**src/rtl/frq_divider_multi.sv**
```systemverilog
// frq_divider_multi: multi-channel ROM-selected clock divider with boundary-aligned reselect
module frq_divider_multi #(
    parameter int CHANNELS  = 2,
    parameter int SEL_W     = 5,
    parameter int CNT_W     = 16,
    parameter int HALF_BASE = 1
) (
    input  logic                      clk,
    input  logic                      reset,
    input  logic [CHANNELS-1:0]       en,
    input  logic [CHANNELS-1:0]       mode,
    input  logic [CHANNELS-1:0]       sel_load,
    input  logic [CHANNELS*SEL_W-1:0] f_select,
    output logic [CHANNELS-1:0]       clk_out,
    output logic [CHANNELS-1:0]       period_tick,
    output logic [CHANNELS-1:0]       pending
);
    localparam int PW = SEL_W + 33;

    typedef enum logic [1:0] {IDLE, HIGH, LOW} state_t;

    // half(sel)-1, saturated at the counter's full scale and floored at zero
    function automatic logic [CNT_W-1:0] reload(input logic [SEL_W-1:0] s);
        logic [PW-1:0] p;
        p = ({33'd0, s} + PW'(1)) * PW'(HALF_BASE);
        if (p > PW'({CNT_W{1'b1}})) p = PW'({CNT_W{1'b1}});
        return p == '0 ? '0 : CNT_W'(p - PW'(1));
    endfunction

    for (genvar i = 0; i < CHANNELS; i++) begin : g_ch
        state_t           st, st_n;
        logic [CNT_W-1:0] cnt, cnt_n;
        logic [SEL_W-1:0] act, act_n, psel, psel_n, slice;
        logic             pend, pend_n, co, tk, bnd;

        assign slice          = f_select[i*SEL_W +: SEL_W];
        assign bnd            = st == LOW && cnt == '0;
        assign clk_out[i]     = co;
        assign period_tick[i] = tk;
        assign pending[i]     = pend;

        // next state: selects are only swapped on the LOW-phase boundary so periods never change length
        always_comb begin
            st_n   = st;
            cnt_n  = cnt - CNT_W'(1);
            act_n  = act;
            psel_n = psel;
            pend_n = pend;
            if (st != IDLE && sel_load[i] && !bnd) begin
                psel_n = slice;
                pend_n = 1'b1;
            end
            case (st)
                IDLE: begin
                    act_n = sel_load[i] ? slice : act;
                    st_n  = en[i] ? HIGH : IDLE;
                    cnt_n = en[i] ? reload(act_n) : '0;
                end
                HIGH: begin
                    st_n  = cnt == '0 ? LOW : HIGH;
                    cnt_n = cnt == '0 ? reload(act) : cnt - CNT_W'(1);
                end
                LOW: begin
                    if (bnd) begin
                        act_n  = sel_load[i] ? slice : pend ? psel : act;
                        pend_n = 1'b0;
                        st_n   = en[i] ? HIGH : IDLE;
                        cnt_n  = en[i] ? reload(act_n) : '0;
                    end
                end
                default: begin
                    st_n  = IDLE;
                    cnt_n = '0;
                end
            endcase
        end

        // channel state and look-ahead registered outputs
        always_ff @(posedge clk or posedge reset) begin
            if (reset) begin
                st   <= IDLE;
                cnt  <= '0;
                act  <= '0;
                psel <= '0;
                pend <= 1'b0;
                co   <= 1'b0;
                tk   <= 1'b0;
            end else begin
                st   <= st_n;
                cnt  <= cnt_n;
                act  <= act_n;
                psel <= psel_n;
                pend <= pend_n;
                co   <= st_n == HIGH && (!mode[i] || st != HIGH);
                tk   <= st_n == LOW && cnt_n == '0;
            end
        end
    end
endmodule

```
**config.mk**
```make
export PLATFORM = sky130hd
export DESIGN_NAME = frq_divider_multi
export DESIGN_NICKNAME = d
export VERILOG_FILES = /design/src/rtl/frq_divider_multi.sv
export SDC_FILE = /design/constraint.sdc
export NUM_CORES = 1
export LEC_CHECK = 0
export ABC_CLOCK_PERIOD_IN_PS = 3800
export CAP_MARGIN = 20
export CORE_MARGIN = 2
export CORE_UTILIZATION = 57
export DETAILED_ROUTE_END_ITERATION = 6
export PLACE_DENSITY = 0.8
export REMOVE_ABC_BUFFERS = 1
export SETUP_SLACK_MARGIN = 0.3
export SLEW_MARGIN = 10
export SYNTH_ARGS = -nofsm -noshare
export SYNTH_HDL_FRONTEND = slang
export SYNTH_SLANG_ARGS = --single-unit
```
**constraint.sdc**
```tcl
create_clock -name clk -period 3.8 [get_ports clk]
set_input_delay 0.76 -clock clk [delete_from_list [all_inputs] [get_ports clk]]
set_output_delay 0.76 -clock clk [all_outputs]
set_load 0.01 [all_outputs]
```
# Word-level counts from Yosys, hierarchy flattened
# Cells that the tools add are included.
[totals]
reg_bits = 62
in_bits = 18
output_inout_bits = 6
word_cells = 134
[op_classes]
addsub = 14
magnitude_cmp = 6
eq_ne = 12
mux = 54
n_reduce_logical = 34
[ops]
columns = ["operator", "count"]
rows = [
  ["$mux 16", 20],
  ["$mux 38", 8],
  ["$logic_not 38->1", 6],
  ["$sub 16x1->16 const B", 8],
  ["$gt 6x16->1 const B", 6],
  ["$pmux 16 s3", 2],
  ["$logic_not 16->1", 4],
  ["$mux 5", 8],
  ["$add 5x1->6 const B", 6],
  ["$pmux 5 s2", 2],
  ["$pmux 2 s3", 2],
  ["$logic_and 1x1->1", 10],
  ["$eq 2x1->1 const B", 4],
  ["$eq 2x2->1 const B", 4],
  ["$mux 1", 8],
  ["$mux 2", 4],
  ["$reduce_bool 2->1", 4],
  ["$logic_not 1->1", 4],
  ["$logic_not 2->1", 2],
  ["$ne 2x1->1 const B", 2],
  ["$ne 2x2->1 const B", 2],
  ["$reduce_and 2->1", 2],
  ["$logic_or 1x1->1", 2],
]

# Longest topological paths before layout
# Gate-level depths: netlist (run 1).
[logic_depth]
ltp_word = 14
depth_mapped = 16
ltp_nobuf = 14

# Least setup slack after synthesis (run 1)
# OpenSTA, ideal clock, no wires.
[synth_path]
path_type = "input to register"
startpoint = "input sel_load[0]"
endpoint = "register g_ch[0].tk"
setup_ns = 0.121
arrival_time_ns = 3.607
t_required_ns = 3.679
setup_slack_ns = 0.072
stages = 13
path_buffers = 4
path_cell_list = "buf_4 -> buf_2 -> clkbuf_1 -> o21ai_0 -> ha_1 -> xor2_1 -> or3b_1 -> or4_1 -> buf_2 -> a21o_1 -> a22o_1 -> a31oi_1 -> and4b_1"
[synth_between]
elab_chain_cells = 13
elab_cells_between_ends = 23
classes_between = "add/sub: 4; order compare: 2; mux: 13; reduce/logical: 4"
[synth_lines]
columns = ["element", "line_no", "rtl"]
rows = [
  ["from (decl)", "12", "input logic [CHANNELS-1:0] sel_load,"],
  ["$mux 5", "65", "act_n = sel_load[i] ? slice : pend ? psel : act;"],
  ["$add 5x1->6", "25", "p = ({33'd0, s} + PW'(1)) * PW'(HALF_BASE);"],
  ["$gt 6x16->1", "26", "if (p > PW'({CNT_W{1'b1}})) p = PW'({CNT_W{1'b1}});"],
  ["$mux 16", "26", ""],
  ["$mux 38", "64", "if (bnd) begin"],
  ["$mux 38", "53", "case (st)"],
  ["$sub 16x1->16 or $logic_not 38->1 (tied branches)", "27", "return p == '0 ? '0 : CNT_W'(p - PW'(1));"],
  ["$mux 16", "27", ""],
  ["$mux 16", "68", "cnt_n = en[i] ? reload(act_n) : '0;"],
  ["$mux 16", "64", ""],
  ["$pmux 16 s3 (*)", "53", ""],
  ["via g_ch[0].cnt_n[9]", "32", "logic [CNT_W-1:0] cnt, cnt_n;"],
  ["$logic_not 16->1 (*)", "95", "tk <= st_n == LOW && cnt_n == '0;"],
  ["$logic_and 1x1->1 (*)", "95", ""],
  ["to (signal assigned)", "87", "tk <= 1'b0;"],
  ["to (signal assigned)", "95", ""],
  ["to (decl)", "34", "logic pend, pend_n, co, tk, bnd;"],
]
# Mark *: on every way through the listed nets, which the timed path passes. The rest lies on a longest branch. The select of a mux whose other input is x is not followed.
# A chain may end at the register's enable or synchronous reset.

# Final worst setup path (run 1)
[layout_path]
startpoint = "input f_select[5]"
endpoint = "register g_ch[1].tk"
[layout_between]
elab_chain_cells = 13
elab_cells_between_ends = 23
classes_between = "add/sub: 4; order compare: 2; mux: 13; reduce/logical: 4"
[layout_lines]
columns = ["element", "line_no", "rtl"]
rows = [
  ["from (decl)", "13", "input logic [CHANNELS*SEL_W-1:0] f_select,"],
  ["$mux 5", "65", ""],
  ["$add 5x1->6", "25", ""],
  ["$gt 6x16->1", "26", ""],
  ["$mux 16", "26", ""],
  ["$mux 38", "64", ""],
  ["$mux 38", "53", ""],
  ["$sub 16x1->16 or $logic_not 38->1 (tied branches)", "27", ""],
  ["$mux 16", "27", ""],
  ["$mux 16", "68", ""],
  ["$mux 16", "64", ""],
  ["$pmux 16 s3 (*)", "53", ""],
  ["via g_ch[1].cnt_n[5]", "32", ""],
  ["$logic_not 16->1 (*)", "95", ""],
  ["$logic_and 1x1->1 (*)", "95", ""],
  ["to (signal assigned)", "87", ""],
  ["to (signal assigned)", "95", ""],
  ["to (decl)", "34", ""],
]
# Marks and branches as above.

==> results by group, run 1 <==
STA
  • Slew @ Worst Pin: approximately 800 ps
  • Max_slew headroom: 47.0%
  • Final Hold Viols: 0
  • Period minus WS final: 3410 ps
  • F_max: 0.293 GHz
  • Fin crit share: between 80% and 90%
  • Setup Skew: 14.6 ps
  • Final WS setup: 390 ps
  • Worst hold margin: 515 ps
  • Setup violators final: 0
  • RSZ-0062 raised after global routing: no
  • Max-slew violations: 0

Global route
  • Number of global-route vias before repair: around 5000
  • GRT Overall Usage: 30.4%
  • Largest net degree at the start of global routing: 28
  • Initial antenna violation count: 0
  • Global-route wire length before repair: about 24000 um
  • Global route overflow: 0

Drt
  • Routed WL per cell: 18.4 um
  • Vias per std cell: ~6.5
  • Drt initial violations: 400
  • ANT nets after route: 0
  • DRT Pass-1 Iters: 5
  • Remaining DRCs: 0
  • WL final: roughly 15000 um
  • Via Count: approximately 5300

Critical path
  • Critical path launch point type: primary input
  • Worst r2r src: g_ch[1].pend$_DFF_PP0_
  • Most used cell, CP: nor4_1
  • Critical Path End Type: register
  • Crit. path cell count: 15
  • Crit path cell chain: clkdlybuf4s50_1 > nand2b_1 > o21ai_2 > inv_1 > ha_2 > o211ai_1 > nor4_1 > or3_1 > and2_1 > ha_1 > or4_4 > a31oi_4 > a21oi_1 > o2111ai_1 > nor4_1
  • Crit Path Category: primary input to register
  • CP Max Fanout: 3
  • FF-to-FF path depth: 14
  • CP Data Arrival Time: 3640 ps
  • CP required: about 4000 ps
  • Reg-to-reg setup timing slack: ~430 ps
  • Slowest cell delay on critical path: 500 ps
  • Reg2reg end: g_ch[1].tk$_DFF_PP0_
  • Crit path to: g_ch[1].tk$_DFF_PP0_
  • Family with the most delay on the worst path: simple AND/OR/NAND/NOR gates
  • Critical path's slowest cell: or4_4
  • WP buf/inv: 2
  • Crit path from: f_select[5]

Clock tree
  • TritonCTS Buffers: 9
  • Root Buffer: clkbuf_8
  • Maximum clock insertion buffer count: 2
  • CTS HTree Levels: 3
  • CTS clk-pin slew, worst paths: 70 ps
  • # clock sinks: 62
  • CTS tree: done
  • Hold buffer count at cts: 0
  • Worst skew pair latency: between 300 and 400 ps

Finish
  • Nets: about 730
  • Final Cell Area: 6190 sq um
  • Diodes inserted: 0
  • Share of layout cells above drive strength 1: 15.6%
  • Core Util, Final: 67.6%
  • Layout area overhead: 16.4%

Hold path
  • HP Start: g_ch[1].psel[4]$_DFFE_PP0P_
  • HP Class: register to register

Pwr
  • Sw frac: 43.8%
  • Internal power: ~2.2 mW
  • Sequential Power Share: 31.6%
  • Peak supply drop: between 0.3 and 0.4 mV
  • Share of total power in combinational logic: 51.2%
  • Clock power share: 17.2%
  • Tot Pwr: 3.99 mW
  • Leak: 2.55 nW
  • Switching pwr: 1.75 mW
  • P per Cell Area: 644 nW/um^2

Place
  • Placed cell areas: 5900 sq um
  • DP Wirelength: 11300 um
  • Placement Setup Slack: -150 ps
  • Routability cong.: approximately 1
  • PortBufs: 23

Floorplan
  • Num ports: 24
  • Rows: 35
  • Die Ht: 101 um
  • Initial Util: between 50% and 60%
  • Die area: 10100 sq um
  • Chip Width: ~100 um
  • Core footprint: between 9000 and 10000 sq um

Logic synthesis
  • Number of unique standard cell types used by synthesis: 77
  • Ys flop type: dfrtp_1
  • Post-Syn Area: 5320 sq um
  • Cell count after synthesis: 647
  • Ys Warns: 0
  • Post-synth EDFFs: 0
  • Syn avg cell area: 8.22 sq um
  • Synth async-reset ratio: 100%
  • Seq/Total Area, Yosys: 29.2%
  • FF+latch count, synth: 62

Flow run
  • Max cap viols: 0

Outcome
  • Status: completed
[what timing repair did]
item	CTS	global route
pin swaps	0	7
endpoints found under the hold margin	0	0
setup buffers	0	0
resized for setup	2	14
setup endpoints to repair	1	2
[worst min path at each step]
stage | end | cells after the start
3_5_place_dp | g_ch[1].psel[4]$_DFFE_PP0P_ | 1
3_3_place_gp | g_ch[0].psel[0]$_DFFE_PP0P_ | 1
2_1_floorplan | g_ch[0].psel[0]$_DFFE_PP0P_ | 1
5_1_grt | g_ch[1].psel[4]$_DFFE_PP0P_ | 1
4_1_cts | g_ch[1].psel[4]$_DFFE_PP0P_ | 1
6_report | g_ch[1].psel[4]$_DFFE_PP0P_ | 1
[routing by layer]
metal	track usage [%]	part of all wire [%]	vias to the layer above
met3	5.34	7.3	29
met2	47.4	46	249
li1	-	-	2483
met1	42.3	44	2507
met4	11.6	2.0	0
met5	0	0	-
[cell usage after synthesis (7+ instances only)]
cell type | n | share of area, %
or4_1 | 8 | 1.1
clkbuf_1 | 21 | 1.5
o22a_1 | 11 | 1.8
nand4_1 | 7 | 0.82
mux2_2 | 18 | 3.8
a21oi_1 | 29 | 2.7
mux2i_1 | 9 | 1.7
nor2b_1 | 7 | 0.82
nand3_1 | 19 | 1.8
xor2_1 | 15 | 2.5
ha_1 | 19 | 4.5
buf_4 | 8 | 1.1
nor2_1 | 56 | 4.0
nor3_1 | 24 | 2.3
xnor2_1 | 30 | 4.9
nor4_1 | 19 | 2.2
o21ai_0 | 36 | 3.4
o22ai_1 | 10 | 1.2
a31oi_1 | 15 | 1.8
nand2_1 | 54 | 3.8
dfrtp_1 | 62 | 29
and2_1 | 12 | 1.4
inv_1 | 22 | 1.6
o21a_1 | 8 | 1.1
nand2b_1 | 16 | 1.9
or3_1 | 8 | 0.94
[stage by stage]
step	instances	setup TNS, ps
6_report	810	0
5_1_grt	810	0
2_1_floorplan	609	0
3_3_place_gp	794	0
3_5_place_dp	794	-190
4_1_cts	810	0
[sequential cells by signal, indices dropped and copies added (netlist names)]
register   flops
g_ch.pend      2
g_ch.co        2
g_ch.st        4
g_ch.cnt      32
g_ch.psel     10
g_ch.act      10
g_ch.tk        2
[power by group through the flow]
stage	combinational (mW)	sequential [mW]	clock [mW]
final	2.04	1.26	0.685
after global routing	2.25	1.29	0.728
after CTS	1.98	1.24	0.693
after detailed placement	1.96	1.26	0
after global placement	1.91	1.24	0
after floorplan	1.42	1.16	0
[cell type report]
type                    count  area [sq um]
clock buffers              11           151
fillers                   724          2960
clock inverters             5          81.3
inverters                  23          86.3
flip-flops and latches     62          1550
multi-input cells         524          3550
repair buffers             74           631
well taps                 111           139
[placed cells by master, fill, tap and decap left out, types with 7 or more instances in the layout]
cell             instances
dfrtp_1                 62
nor2_1                  56
xor2_1                  15
nor2b_1                  7
ha_1                    17
o21ai_0                 34
mux2_2                  18
o22ai_1                 10
and2_1                  12
nor4_1                  17
nand4_1                  7
nand2_1                 54
clkdlybuf4s50_1         21
xnor2_1                 30
inv_1                   21
nor3_1                  24
a21oi_1                 28
buf_4                   49
o21a_1                   8
a31oi_1                 14
o22a_1                  11
nand3_1                 19
mux2i_1                  9
nand2b_1                16
clkbuf_8                11
or3_1                    8
[cells by family after synthesis]
| logic type | Yosys count | synth area share (%) |
|---|---|---|
| XOR/XNOR | 45 | 7.41 |
| multiplexers | 30 | 6.26 |
| flip-flops | 62 | 29.2 |
| AO/OA/AOI/OAI | 168 | 21.8 |
| buffers and inverters | 61 | 5.15 |
| AND/OR/NAND/NOR | 262 | 25.7 |
| adder cells (fa/ha/maj) | 19 | 4.47 |
(Power assumes the default switching activity.)
==> inputs of run 2 (changes only) <==
Settings changed: CORE_UTILIZATION 57 to 37, PLACE_DENSITY 0.8 to 0.57, SKIP_CTS_REPAIR_TIMING set to 1.
==> results by group, run 2 (synthesis results as in run 1) <==
Clock tree
  • TritonCTS Buffers: 9
  • # clock sinks: 62
  • Maximum clock insertion buffer count: 2
  • CTS clk-pin slew, worst paths: 50 ps
  • CTS HTree Levels: 3
  • Root Buffer: clkbuf_16
  • Worst skew pair latency: 330 ps
  • CTS tree: done

Place
  • DP Cell Count: 866
  • Routability cong.: around 0.94
  • PortBufs: 23
  • DP Wirelength: 11800 um
  • Placement Setup Slack: -138 ps

Floorplan
  • Die area: 15400 sq um
  • Rows: 43
  • Core footprint: 14000 sq um
  • Chip Width: 124 um
  • Num ports: 24
  • Die Ht: 124 um
  • Initial Util: about two fifths

Critical path
  • CP Max Fanout: 5
  • CP required: 4020 ps
  • Crit path from: f_select[0]
  • Worst r2r src: g_ch[1].pend$_DFF_PP0_
  • Critical Path End Type: register
  • Crit Path Category: primary input to register
  • CP Data Arrival Time: 3610 ps
  • Critical path launch point type: primary input

Finish
  • Diodes inserted: 0
  • Most frequent cells in the layout: dfrtp_1, nor2_1, nand2_1, buf_4, o21ai_0
  • Share of layout cells above drive strength 1: 15.5%
  • Most common cell after layout, fill and taps aside: dfrtp_1
  • Top flop regs: g_ch.cnt (32), g_ch.act (10), g_ch.psel (10)
  • Max reg flops: 32
  • Finished Layout Cells: 882
  • # fillers: 1363
  • Layout area overhead: 20.3%
  • Largest reg by FF count: g_ch.cnt
  • Nets: 734

Global route
  • GRT Overall Usage: between 20% and 30%
  • Largest net degree at the start of global routing: 39
  • Global route overflow: 0
  • Initial antenna violation count: 0
  • Global-route wire length before repair: 25600 um
  • Number of global-route vias before repair: 5043

Drt
  • Vias per std cell: 5.95
  • DRT Pass-1 Iters: 5
  • Highest routed layer: met4
  • WL final: 15500 um
  • DRT met1 WL: 7330 um
  • Drt initial violations: 555
  • Routed wl met3: ~900 um
  • Remaining DRCs: 0
  • Routed WL per cell: 17.6 um
  • ANT nets after route: 0
  • Via Count: between 5000 and 6000
  • Met2 wire len: 7040 um

STA
  • F_max: 0.295 GHz
  • Max-slew violations: 0
  • Final WS setup: 408 ps
  • Setup Skew: 4.79 ps
  • Fin crit share: 89.3%
  • Slew @ Worst Pin: 898 ps
  • Setup violators final: 0
  • Final Hold Viols: 0
  • Period minus WS final: about 3400 ps
  • Max_slew headroom: 39.6%
  • RSZ-0062 raised after global routing: no

Pwr
  • P per Cell Area: 675 nW/um^2
  • Leak: 2.63 nW
  • Tot Pwr: between 4 and 5 mW
  • Peak supply drop: 0.275 mV

Outcome
  • Status: completed

Hold path
  • HP Class: register to register
  • HP Start: g_ch[0].psel[0]$_DFFE_PP0P_

Flow run
  • Max cap viols: 0
==> run 2: layer usage <==
layer / vias up / global-route usage (%)
met3: 30 / 4.26
met4: 0 / 6.60
met1: 2542 / 30.3
met2: 187 / 33.1
li1: 2487 / -
met5: - / 0
==> run 2: area by class of cell <==
class	instances	area, sq um	share of cell area [%]
Clock inverter	5	105	1.64
Timing Repair Buffer	77	649	10.1
Tap cell	180	225	3.52
Inverter	23	86.3	1.35
Multi-Input combinational cell	524	3530	55.1
Sequential cell	62	1550	24.3
Clock buffer	11	253	3.95
==> run 2: path summary, 6_finish.rpt <==
path | cells past startpoint | slack, ps | endpoint
min in group asynchronous | 2 | 910 | g_ch[0].cnt[8]$_DFF_PP0_
worst min register to register | 1 | 500 | g_ch[0].psel[0]$_DFFE_PP0P_
worst max register to register | 14 | 470 | g_ch[1].tk$_DFF_PP0_
worst max-delay path | 10 | 410 | g_ch[0].tk$_DFF_PP0_
max in group asynchronous | 3 | 2210 | g_ch[1].tk$_DFF_PP0_
worst min-delay path | 1 | 500 | g_ch[0].psel[0]$_DFFE_PP0P_
==> run 2: through the flow <==
stage          util, %  hold WS [ps]  TNS, ps  area (sq um)
2_1_floorplan        -           474        0          5130
3_3_place_gp      42.8           484    -35.9          5990
3_5_place_dp      42.8           491     -237          5990
4_1_cts           45.4           503        0          6350
5_1_grt           45.8           524        0          6400
6_report          45.8           500        0          6400
==> run 2: power by group <==
part,switching [mW],internal (mW),total (mW)
combinational,1.12,0.955,2.08
sequential,0.364,0.898,1.26
clock,0.307,0.676,0.983
==> run 2: critical path, cell delays in order <==
cell and delay, ps:
clkdlybuf4s50_1 480, mux2_2 330, ha_1 210, xor2_1 170, or3b_1 370, or4_1 500
a21o_1 200, a22o_1 180, a31oi_2 180, and4b_1 220
==> inputs of run 3 (changes only) <==
Settings changed: CORE_MARGIN 2 to not set.
==> results by group, run 3 (synthesis results as in run 1) <==
Outcome
  • Status: completed

Clock tree
  • Root Buffer: clkbuf_16
  • TritonCTS Buffers: 9
  • CTS HTree Levels: 3
  • Maximum clock insertion buffer count: 2
  • CTS tree: done
  • CTS clk-pin slew, worst paths: 60 ps
  • # clock sinks: between 60 and 70
  • Worst skew pair latency: 330 ps

Flow run
  • Max cap viols: 0

Critical path
  • Critical Path End Type: register
  • Slowest cell delay on critical path: 550 ps
  • Crit Path Category: register to register
  • Critical path's slowest cell: or4_4
  • Crit path cell chain: mux2_1 > o21ai_2 > inv_1 > ha_1 > o211ai_1 > nor4_1 > or3_1 > and2_1 > ha_1 > or4_4 > a31oi_4 > a21oi_1 > o2111ai_1 > nor4_1
  • Critical path launch point type: register
  • Crit path from: g_ch[1].pend$_DFF_PP0_
  • CP required: roughly 4000 ps
  • CP Max Fanout: 8
  • CP Data Arrival Time: 3560 ps
  • Worst r2r src: g_ch[1].pend$_DFF_PP0_

Hold path
  • HP Class: register to register
  • HP Start: g_ch[1].psel[0]$_DFFE_PP0P_

Place
  • PortBufs: 23
  • Routability cong.: 0.943
  • DP Wirelength: 11900 um
  • Placement Setup Slack: -109 ps
  • DP Cell Count: between 800 and 900

Pwr
  • Peak supply drop: 0.289 mV
  • P per Cell Area: 667 nW/um^2
  • Leak: about 2.7 nW

Global route
  • Initial antenna violation count: 0
  • Global route overflow: 0
  • Global-route wire length before repair: 25700 um
  • GRT Overall Usage: 22.3%
  • Number of global-route vias before repair: ~5000
  • Largest net degree at the start of global routing: 33

Floorplan
  • Die area: 14900 sq um
  • Chip Width: roughly 120 um
  • Die Ht: 122 um
  • Initial Util: 38.2%
  • Core footprint: 13900 sq um
  • Rows: 43
  • Num ports: 24

Finish
  • Top flop regs: g_ch.cnt (32), g_ch.act (10), g_ch.psel (10)
  • Diodes inserted: 0
  • Layout area overhead: 20.8%
  • Nets: 740
  • Most frequent cells in the layout: dfrtp_1, buf_4, nor2_1, nand2_1, o21ai_0
  • Max reg flops: 32
  • Finished Layout Cells: 888
  • Most common cell after layout, fill and taps aside: dfrtp_1
  • Share of layout cells above drive strength 1: 16.0%
  • Largest reg by FF count: g_ch.cnt
  • # fillers: 1360

STA
  • F_max: 0.298 GHz
  • Fin crit share: a little under 90%
  • Max_slew headroom: a little over two fifths
  • Final WS setup: 449 ps
  • Period minus WS final: 3350 ps
  • Final Hold Viols: 0
  • RSZ-0062 raised after global routing: yes
  • Max-slew violations: 0
  • Setup violators final: 0
  • Setup Skew: between 5 and 6 ps
  • Slew @ Worst Pin: around 840 ps

Drt
  • ANT nets after route: 0
  • Vias per std cell: 5.81
  • Remaining DRCs: 0
  • WL final: 15600 um
  • DRT Pass-1 Iters: 5
  • Drt initial violations: roughly 420
  • Routed WL per cell: 17.6 um
  • Via Count: 5160
run 3: routing by layer:
metal / track usage [%] / part of all wire [%] / vias up
met5: 0 / 0 / -
li1: - / - / 2496
met2: 33.8 / 45 / 152
met4: 7.56 / 1.5 / 0
met3: 3.28 / 4.9 / 22
met1: 32.1 / 49 / 2490
run 3: power by group:
group	total (mW)	internal (mW)	switching, mW
Combinational	2.12	0.969	1.15
Sequential	1.23	0.898	0.337
Clock	0.932	0.640	0.292
Total	4.29	2.51	1.78
run 3: path summary, 6_finish.rpt:
check / slack (ps) / endpoint / cells after the start
max in group asynchronous: 2320 / g_ch[1].pend$_DFF_PP0_ / 3
max: 450 / g_ch[1].tk$_DFF_PP0_ / 14
max reg2reg: 450 / g_ch[1].tk$_DFF_PP0_ / 14
min reg2reg: 510 / g_ch[1].psel[0]$_DFFE_PP0P_ / 1
min in group asynchronous: 720 / g_ch[0].cnt[10]$_DFF_PP0_ / 2
min: 510 / g_ch[1].psel[0]$_DFFE_PP0P_ / 1
run 3: cell type report:
cell class	count	area, sq um	share of cell area (%)
clock buffers	12	236	3.68
clock inverters	4	95.1	1.48
inverters	23	86.3	1.34
multi-input cells	524	3540	55.1
flip-flops and latches	62	1550	24.2
well taps	180	225	3.51
repair buffers	83	691	10.7
run 3: worst max-delay path: cells and delay by family (launching register included):
kind / cells / cell delay [ps]
AO/OA/AOI/OAI: 5 / 630
multiplexers: 1 / 360
AND/OR/NAND/NOR: 5 / 1240
adder cells (fa/ha/maj): 2 / 460
buffers and inverters: 1 / 70
flip-flops: 1 / 470
run 3: per-stage QoR:
step	setup TNS [ps]	utilization (%)	total power [mW]	area [sq um]	hold slack, ps
finish	0	46.1	4.29	6420	508
detailed placement	-148	43.3	3.28	6030	497
global placement	-14.3	43.3	3.25	6030	486
global route	0	46.1	4.57	6420	528
CTS	0	45.7	4.23	6360	509
floorplan	0	-	2.58	5130	474
